===== config.mk =====
export PLATFORM = sky130hd
export DESIGN_NAME = cam_read_port_arbiter_flat
export DESIGN_NICKNAME = d
export VERILOG_FILES = /design/src/rtl/cam_read_port_arbiter_pkg.sv /design/src/rtl/cam_read_port_arbiter_if.sv /design/src/rtl/cam_read_port_arbiter_rr_pick.sv /design/src/rtl/cam_read_port_arbiter.sv /design/src/flat_wrapper.sv
export SDC_FILE = /design/constraint.sdc
export NUM_CORES = 1
export LEC_CHECK = 0
export CAP_MARGIN = 30
export CORE_MARGIN = 2
export CORE_UTILIZATION = 46
export CTS_CLUSTER_SIZE = 16
export DETAILED_ROUTE_END_ITERATION = 8
export PLACE_DENSITY = 0.84
export SYNTH_ARGS = -nofsm -noshare
export SYNTH_HDL_FRONTEND = slang
export SYNTH_SLANG_ARGS = --single-unit

===== constraint.sdc =====
create_clock -name clk -period 4.6 [get_ports clk]
set_input_delay 0.92 -clock clk [delete_from_list [all_inputs] [get_ports clk]]
set_output_delay 0.92 -clock clk [all_outputs]
set_load 0.005 [all_outputs]

===== src/rtl/cam_read_port_arbiter_pkg.sv =====
// cam_arb_pkg: shared widths, FSM state and index types for the CAM read-port arbiter
package cam_arb_pkg;
  localparam int IDX_W = 5;
  localparam int DATA_W = 32;
  typedef enum logic {IDLE = 1'b0, BURST = 1'b1} arb_state_t;
  typedef logic [IDX_W-1:0] cam_idx_t;
endpackage


===== src/rtl/cam_read_port_arbiter_if.sv =====
// cam_read_port_arbiter_if: requester-side bus (en/req/lock/idx in, gnt/rvalid/rdata/busy out)
interface cam_read_port_arbiter_if
  import cam_arb_pkg::*;
#(
  parameter int NUM_REQ = 4
);
  logic                     en_i;
  logic [NUM_REQ-1:0]       req_i;
  logic [NUM_REQ-1:0]       lock_i;
  logic [NUM_REQ*IDX_W-1:0] idx_i;
  logic [NUM_REQ-1:0]       gnt_o;
  logic [NUM_REQ-1:0]       rvalid_o;
  logic [DATA_W-1:0]        rdata_o;
  logic                     busy_o;
  modport master (output en_i, req_i, lock_i, idx_i, input gnt_o, rvalid_o, rdata_o, busy_o);
  modport slave (input en_i, req_i, lock_i, idx_i, output gnt_o, rvalid_o, rdata_o, busy_o);
endinterface


===== src/rtl/cam_read_port_arbiter_rr_pick.sv =====
// rr_priority_pick: first set req bit at or after ptr_i (modulo N); one-hot gnt_o, encoded idx_o, any_o
module rr_priority_pick #(
  parameter int N  = 4,
  parameter int PW = $clog2(N)
) (
  input  logic [N-1:0]  req_i,
  input  logic [PW-1:0] ptr_i,
  output logic [N-1:0]  gnt_o,
  output logic [PW-1:0] idx_o,
  output logic          any_o
);
  logic [PW-1:0] j;
  always_comb begin
    gnt_o = '0;
    idx_o = '0;
    any_o = 1'b0;
    j = '0;
    for (int i = 0; i < N; i++) begin
      j = PW'((int'(ptr_i) + i) % N);
      if (!any_o && req_i[j]) begin
        any_o = 1'b1;
        gnt_o[j] = 1'b1;
        idx_o = j;
      end
    end
  end
endmodule


===== src/rtl/cam_read_port_arbiter.sv =====
// cam_read_port_arbiter: round-robin arbiter with locked bursts sharing one 32x32 read mux; clk/rst, bus (slave), sel_o to mux, mux_data_i back, 2-cycle read latency
module cam_read_port_arbiter
  import cam_arb_pkg::*;
#(
  parameter int NUM_REQ   = 4,
  parameter int MAX_BURST = 4
) (
  input  logic                    clk,
  input  logic                    rst,
  cam_read_port_arbiter_if.slave  bus,
  output cam_idx_t                sel_o,
  input  logic [DATA_W-1:0]       mux_data_i
);
  localparam int PW = $clog2(NUM_REQ);
  localparam int CW = $clog2(MAX_BURST + 1);
  typedef logic [PW-1:0] rid_t;
  arb_state_t         state_q, state_d;
  rid_t               ptr_q, ptr_d, owner_q, owner_d, gid_q, gid_d, pick_idx, win;
  logic [CW-1:0]      cnt_q, cnt_d;
  cam_idx_t           sel_q, sel_d, win_idx;
  logic               v1_q, v1_d, accept, pick_any;
  logic [NUM_REQ-1:0] pick_gnt, gnt, rvalid_q, rvalid_d;
  logic [DATA_W-1:0]  rdata_q, rdata_d;
  rr_priority_pick #(.N(NUM_REQ), .PW(PW)) u_pick (
    .req_i (bus.req_i),
    .ptr_i (ptr_q),
    .gnt_o (pick_gnt),
    .idx_o (pick_idx),
    .any_o (pick_any)
  );
  always_comb begin
    win = state_q == BURST ? owner_q : pick_idx;
    gnt = (rst || !bus.en_i) ? '0 :
          state_q == BURST ? (bus.req_i[owner_q] ? NUM_REQ'(1) << owner_q : '0) : pick_gnt;
    accept = |gnt;
    win_idx = '0;
    for (int k = 0; k < NUM_REQ; k++)
      if (rid_t'(k) == win) win_idx = bus.idx_i[k*IDX_W +: IDX_W];
    state_d = state_q;
    ptr_d = ptr_q;
    owner_d = owner_q;
    cnt_d = cnt_q;
    if (bus.en_i) begin
      if (state_q == IDLE) begin
        if (pick_any) begin
          ptr_d = pick_idx == rid_t'(NUM_REQ - 1) ? '0 : pick_idx + 1'b1;
          if (bus.lock_i[pick_idx] && MAX_BURST > 1) begin
            state_d = BURST;
            owner_d = pick_idx;
            cnt_d = CW'(1);
          end
        end
      end else begin
        // owner dropping req, dropping lock, or reaching the burst limit all end the burst
        cnt_d = cnt_q + 1'b1;
        if (!bus.req_i[owner_q] || !bus.lock_i[owner_q] || cnt_d == CW'(MAX_BURST)) state_d = IDLE;
      end
    end
    sel_d = accept ? win_idx : sel_q;
    gid_d = accept ? win : gid_q;
    v1_d = accept;
    rvalid_d = v1_q ? NUM_REQ'(1) << gid_q : '0;
    rdata_d = v1_q ? mux_data_i : rdata_q;
  end
  always_ff @(posedge clk) begin
    if (rst) begin
      state_q <= IDLE;
      ptr_q <= '0;
      owner_q <= '0;
      cnt_q <= '0;
      sel_q <= '0;
      gid_q <= '0;
      v1_q <= 1'b0;
      rvalid_q <= '0;
      rdata_q <= '0;
    end else begin
      state_q <= state_d;
      ptr_q <= ptr_d;
      owner_q <= owner_d;
      cnt_q <= cnt_d;
      sel_q <= sel_d;
      gid_q <= gid_d;
      v1_q <= v1_d;
      rvalid_q <= rvalid_d;
      rdata_q <= rdata_d;
    end
  end
  assign sel_o = sel_q;
  assign bus.gnt_o = gnt;
  assign bus.rvalid_o = rvalid_q;
  assign bus.rdata_o = rdata_q;
  assign bus.busy_o = state_q == BURST || v1_q;
endmodule

===== src/flat_wrapper.sv =====
// flat-port wrapper written by rule: the top's interface ports become plain ports
module cam_read_port_arbiter_flat import cam_arb_pkg::*;
#(
  parameter int NUM_REQ   = 4,
  parameter int MAX_BURST = 4
)
  (clk, rst, sel_o, mux_data_i, bus_en_i, bus_req_i, bus_lock_i, bus_idx_i, bus_gnt_o, bus_rvalid_o, bus_rdata_o, bus_busy_o);
  cam_read_port_arbiter_if #(.NUM_REQ(NUM_REQ)) bus_i ();
  input  logic clk;
  input  logic rst;
  output cam_idx_t sel_o;
  input  logic [DATA_W-1:0] mux_data_i;
  input wire logic [$bits(bus_i.en_i)-1:0] bus_en_i;
  input wire logic [$bits(bus_i.req_i)-1:0] bus_req_i;
  input wire logic [$bits(bus_i.lock_i)-1:0] bus_lock_i;
  input wire logic [$bits(bus_i.idx_i)-1:0] bus_idx_i;
  output wire logic [$bits(bus_i.gnt_o)-1:0] bus_gnt_o;
  output wire logic [$bits(bus_i.rvalid_o)-1:0] bus_rvalid_o;
  output wire logic [$bits(bus_i.rdata_o)-1:0] bus_rdata_o;
  output wire logic [$bits(bus_i.busy_o)-1:0] bus_busy_o;
  assign bus_i.en_i = bus_en_i;
  assign bus_i.req_i = bus_req_i;
  assign bus_i.lock_i = bus_lock_i;
  assign bus_i.idx_i = bus_idx_i;
  assign bus_gnt_o = bus_i.gnt_o;
  assign bus_rvalid_o = bus_i.rvalid_o;
  assign bus_rdata_o = bus_i.rdata_o;
  assign bus_busy_o = bus_i.busy_o;
  cam_read_port_arbiter #(.NUM_REQ(NUM_REQ), .MAX_BURST(MAX_BURST)) u_core (.clk(clk), .rst(rst), .bus(bus_i), .sel_o(sel_o), .mux_data_i(mux_data_i));
endmodule

==> results.md <==
- Most numerous cell in the Yosys netlist: dfxtp_1
- R2r endpoint: u_core.sel_o[0]
- Initial antenna violation count: 0
- Std-Cell Rows: 30
- First-pass GRT wire length: between 10,000 and 15,000 um
- Leading area contributor after synthesis: dfxtp_1
- Worst slew margin: 0.4180
- RSZ-0062 raised after global routing: no
- Worst EP arrival: roughly 3500 ps
- Max-slew violations: 0
- Hold path depth: 1
- Clk root buf: clkbuf_8
- Least-Margin Pin Slew: roughly 870 ps
- Layout cells sized above 1: 0.07589
- Worst Setup End Kind: output pin
- Crit-path leading delay family: buffers and inverters
- Pin count of the biggest net entering global routing: between 50 and 60
- Min-Delay Startpoint: u_core.gid_q[0]
- Placed Instances: 520
- Initial Utilization: 0.4702
- Skew-Pair Late Insertion Delay: approximately 300 ps
- Synth cell count leaders: 52 x dfxtp_1, 50 x mux2i_1, 40 x nor2_1
- H-tree level count: 2
- Final core occ: 0.6510
- Status: complete, no violations
- Ys flop type: dfxtp_1
- Final setup vio count: 0
- EDFF count, synth: 0
- Top-area cell type share of the netlist area: 0.3295
- Die X: a little under 90 um
- Placed inst area: ~4300 um^2
- Yosys warnings: 0
- Crit path required time: approximately 3700 ps
- Num CTS Buffers: 5
- Final hold violation count: 0
- Sw Ratio: 0.3824
- DRT Pass-1 Iters: 6
- Hold worst-path end: u_core.bus.rvalid_o[0]
- Synthesized net count: about 420
- Clock power frac: 0.125
- Average cell area after synthesis: around 9 um^2
- CP cell instances: clkdlybuf4s50_1 -> mux4_2 -> a211oi_2 -> a211oi_1 -> a221oi_1 -> clkdlybuf4s50_1
- Post-CTS setup buffer count: 0
- Layout Nets: between 500 and 600
- Cell mode on critical path: clkdlybuf4s50_1
- Clock slew at reported path FFs: approximately 90 ps
- Crit path max fanout: 10
- Fmax: roughly 230 MHz
- Final setup TNS: 0 ps
- Sequential area share after synthesis: 0.3295
- Vias post-DR: around 3,100
- Netlist Area Pre-Place: around 3200 um^2
- Reg2Reg Depth: 9
- Switching power: about 0.0008 W
- Worst Setup Start Kind: primary input
- Area delta synth->final: 38.46%
- Core ar.: around 6700 um^2
- Yosys cell types: 55
- Seq pwr share: 0.314
- Slowest cell on crit path: mux4_2
- Post-layout min period: about 4400 ps
- Reg-to-reg startpoint: u_core.ptr_q[1]
- CTS sink cnt: 52
- Pleak: between 1.5 and 2 nW
- VDD IR max: between 0.0003 and 0.0004 V
- CP bufs+invs: 2
- CTS max path bufs: 2
- Max-Cap Viols: 0
- Mapped Cells: 351
- Internal power: 0.001264 W
- Hold Path Class: flip-flop to flip-flop
- Yosys reg bits: 52
- Pwr per Cell Area: roughly 470 nW/um^2
- Total GRT Usage: 0.2348
- I/O pin cnt: about 110
- Number of vias per cell: 5.902
- Detailed-route DRC error count: 0
- Vias in the first global route: around 3,000
- Antenna-violating nets left: 0
- Final setup skew: around 7.3 ps
- DIE AREA: roughly 7500 um^2
- Setup slack, reg-to-reg: between 1000 and 1500 ps
- Final cell count without fillers: approximately 530
- Crit path largest cell delay: 600 ps
- Final wirelength: around 8700 um
- Placer Congestion: about 0.91
- DPL Wire Length: approximately 6300 um
- CTS tree: built
- Crit Path Category: primary input to output pin
- Combinational power share: 0.561
- Fin crit share: 0.9610
- Routed WL per cell: approximately 17 um
- Iteration-0 DRC Markers: ~260
- Synth async-reset ratio: 0
- Global route overflow: 0
- Port Buffer Count: approximately 110
- Fin area: about 4400 um^2
- Die Ht: 86.88 um
- ANT cells: 0
- Synth area leaders: dfxtp_1 33%, mux2i_1 16%, nor2_1 4.8%
-- cells by family after synthesis --
kind of cell / after synthesis / share of synthesized area
xor+xnor: 1 / 0.002773
mux: 59 / 0.2020
buf+inv: 34 / 0.04633
fa+ha+maj: 9 / 0.03564
simple gates: 117 / 0.1861
compound gates: 79 / 0.1976
flops: 52 / 0.3295
-- cell type report --
class                      instances  area (um^2)
inverter                           8        30.03
timing repair buffer             115         1134
clock buffer                       7        76.32
fill                             540         2345
multi-input combinational        265         1983
tap                               80        100.1
clock inverter                     1        8.758
sequential                        52         1042
-- repair_timing --
action / 4_1_cts / 5_1_grt
endpoints found under the setup margin: 0 / 4
resized for setup: 0 / 2
hold buffers: 0 / 0
-- routing by layer --
metal	wire length, um	vias up	part of all wire	GRT usage
li1	-	1492	-	-
met1	3791	1469	0.43	0.3158
met2	4084	144	0.47	0.3706
met3	770	11	0.088	0.06919
met4	80	0	0.0092	0.05824
met5	0	-	0	0
-- power by group through the flow --
| stage | clock network (W) | registers, W | logic, W |
|---|---|---|---|
| CTS | 0.000263 | 0.000641 | 0.00114 |
| global placement | 0 | 0.000643 | 0.00112 |
| finish | 0.000255 | 0.000643 | 0.00115 |
| detailed placement | 0 | 0.000648 | 0.00113 |
| floorplan | 0 | 0.000628 | 0.000776 |
| global route | 0.000274 | 0.000657 | 0.00126 |
-- how the worst max path moves through the flow --
| stage | startpoint | end | slack, ps | cells after the start |
|---|---|---|---|---|
| 2_1_floorplan | u_core.ptr_q[0] | bus_gnt_o[1] | 1110 | 10 |
| 3_3_place_gp | bus_req_i[1] | bus_gnt_o[1] | 130 | 6 |
| 3_5_place_dp | bus_req_i[1] | bus_gnt_o[0] | 90 | 6 |
| 4_1_cts | bus_req_i[1] | bus_gnt_o[0] | 90 | 6 |
| 5_1_grt | bus_req_i[1] | bus_gnt_o[0] | 40 | 6 |
| 6_report | bus_req_i[1] | bus_gnt_o[3] | 180 | 6 |
-- flip-flops by register name (all words and copies together) (netlist names) --
register,count
u_core.cnt_q,3
u_core.gid_q,2
u_core.owner_q,2
u_core.ptr_q,2
u_core.bus.rdata_o,32
u_core.bus.rvalid_o,4
u_core.v1_q,1
u_core.sel_o,5
u_core.state_q,1
-- per-stage QoR --
stage | power, W | setup slack, ps | hold WS [ps]
2_1_floorplan | 0.001404 | 1112 | 423.4
3_3_place_gp | 0.001758 | 133.4 | 451.2
3_5_place_dp | 0.001779 | 92.85 | 449.8
4_1_cts | 0.002044 | 89.64 | 457.6
5_1_grt | 0.002188 | 42.11 | 479.3
6_report | 0.002046 | 179.2 | 462.2
-- cells in the final DEF, fill, tap and decap left out, types with 5 or more instances in the layout --
cell type,count
nor2_1,40
o21ai_0,9
dfxtp_1,51
a211oi_1,7
mux2i_1,50
inv_1,8
a21oi_1,8
clkbuf_8,5
mux2_2,5
nor3b_1,5
nand2b_1,10
ha_1,9
buf_4,7
a222oi_1,10
nand2_1,35
clkdlybuf4s50_1,108
a221o_1,11
(Power assumes the default switching activity.)
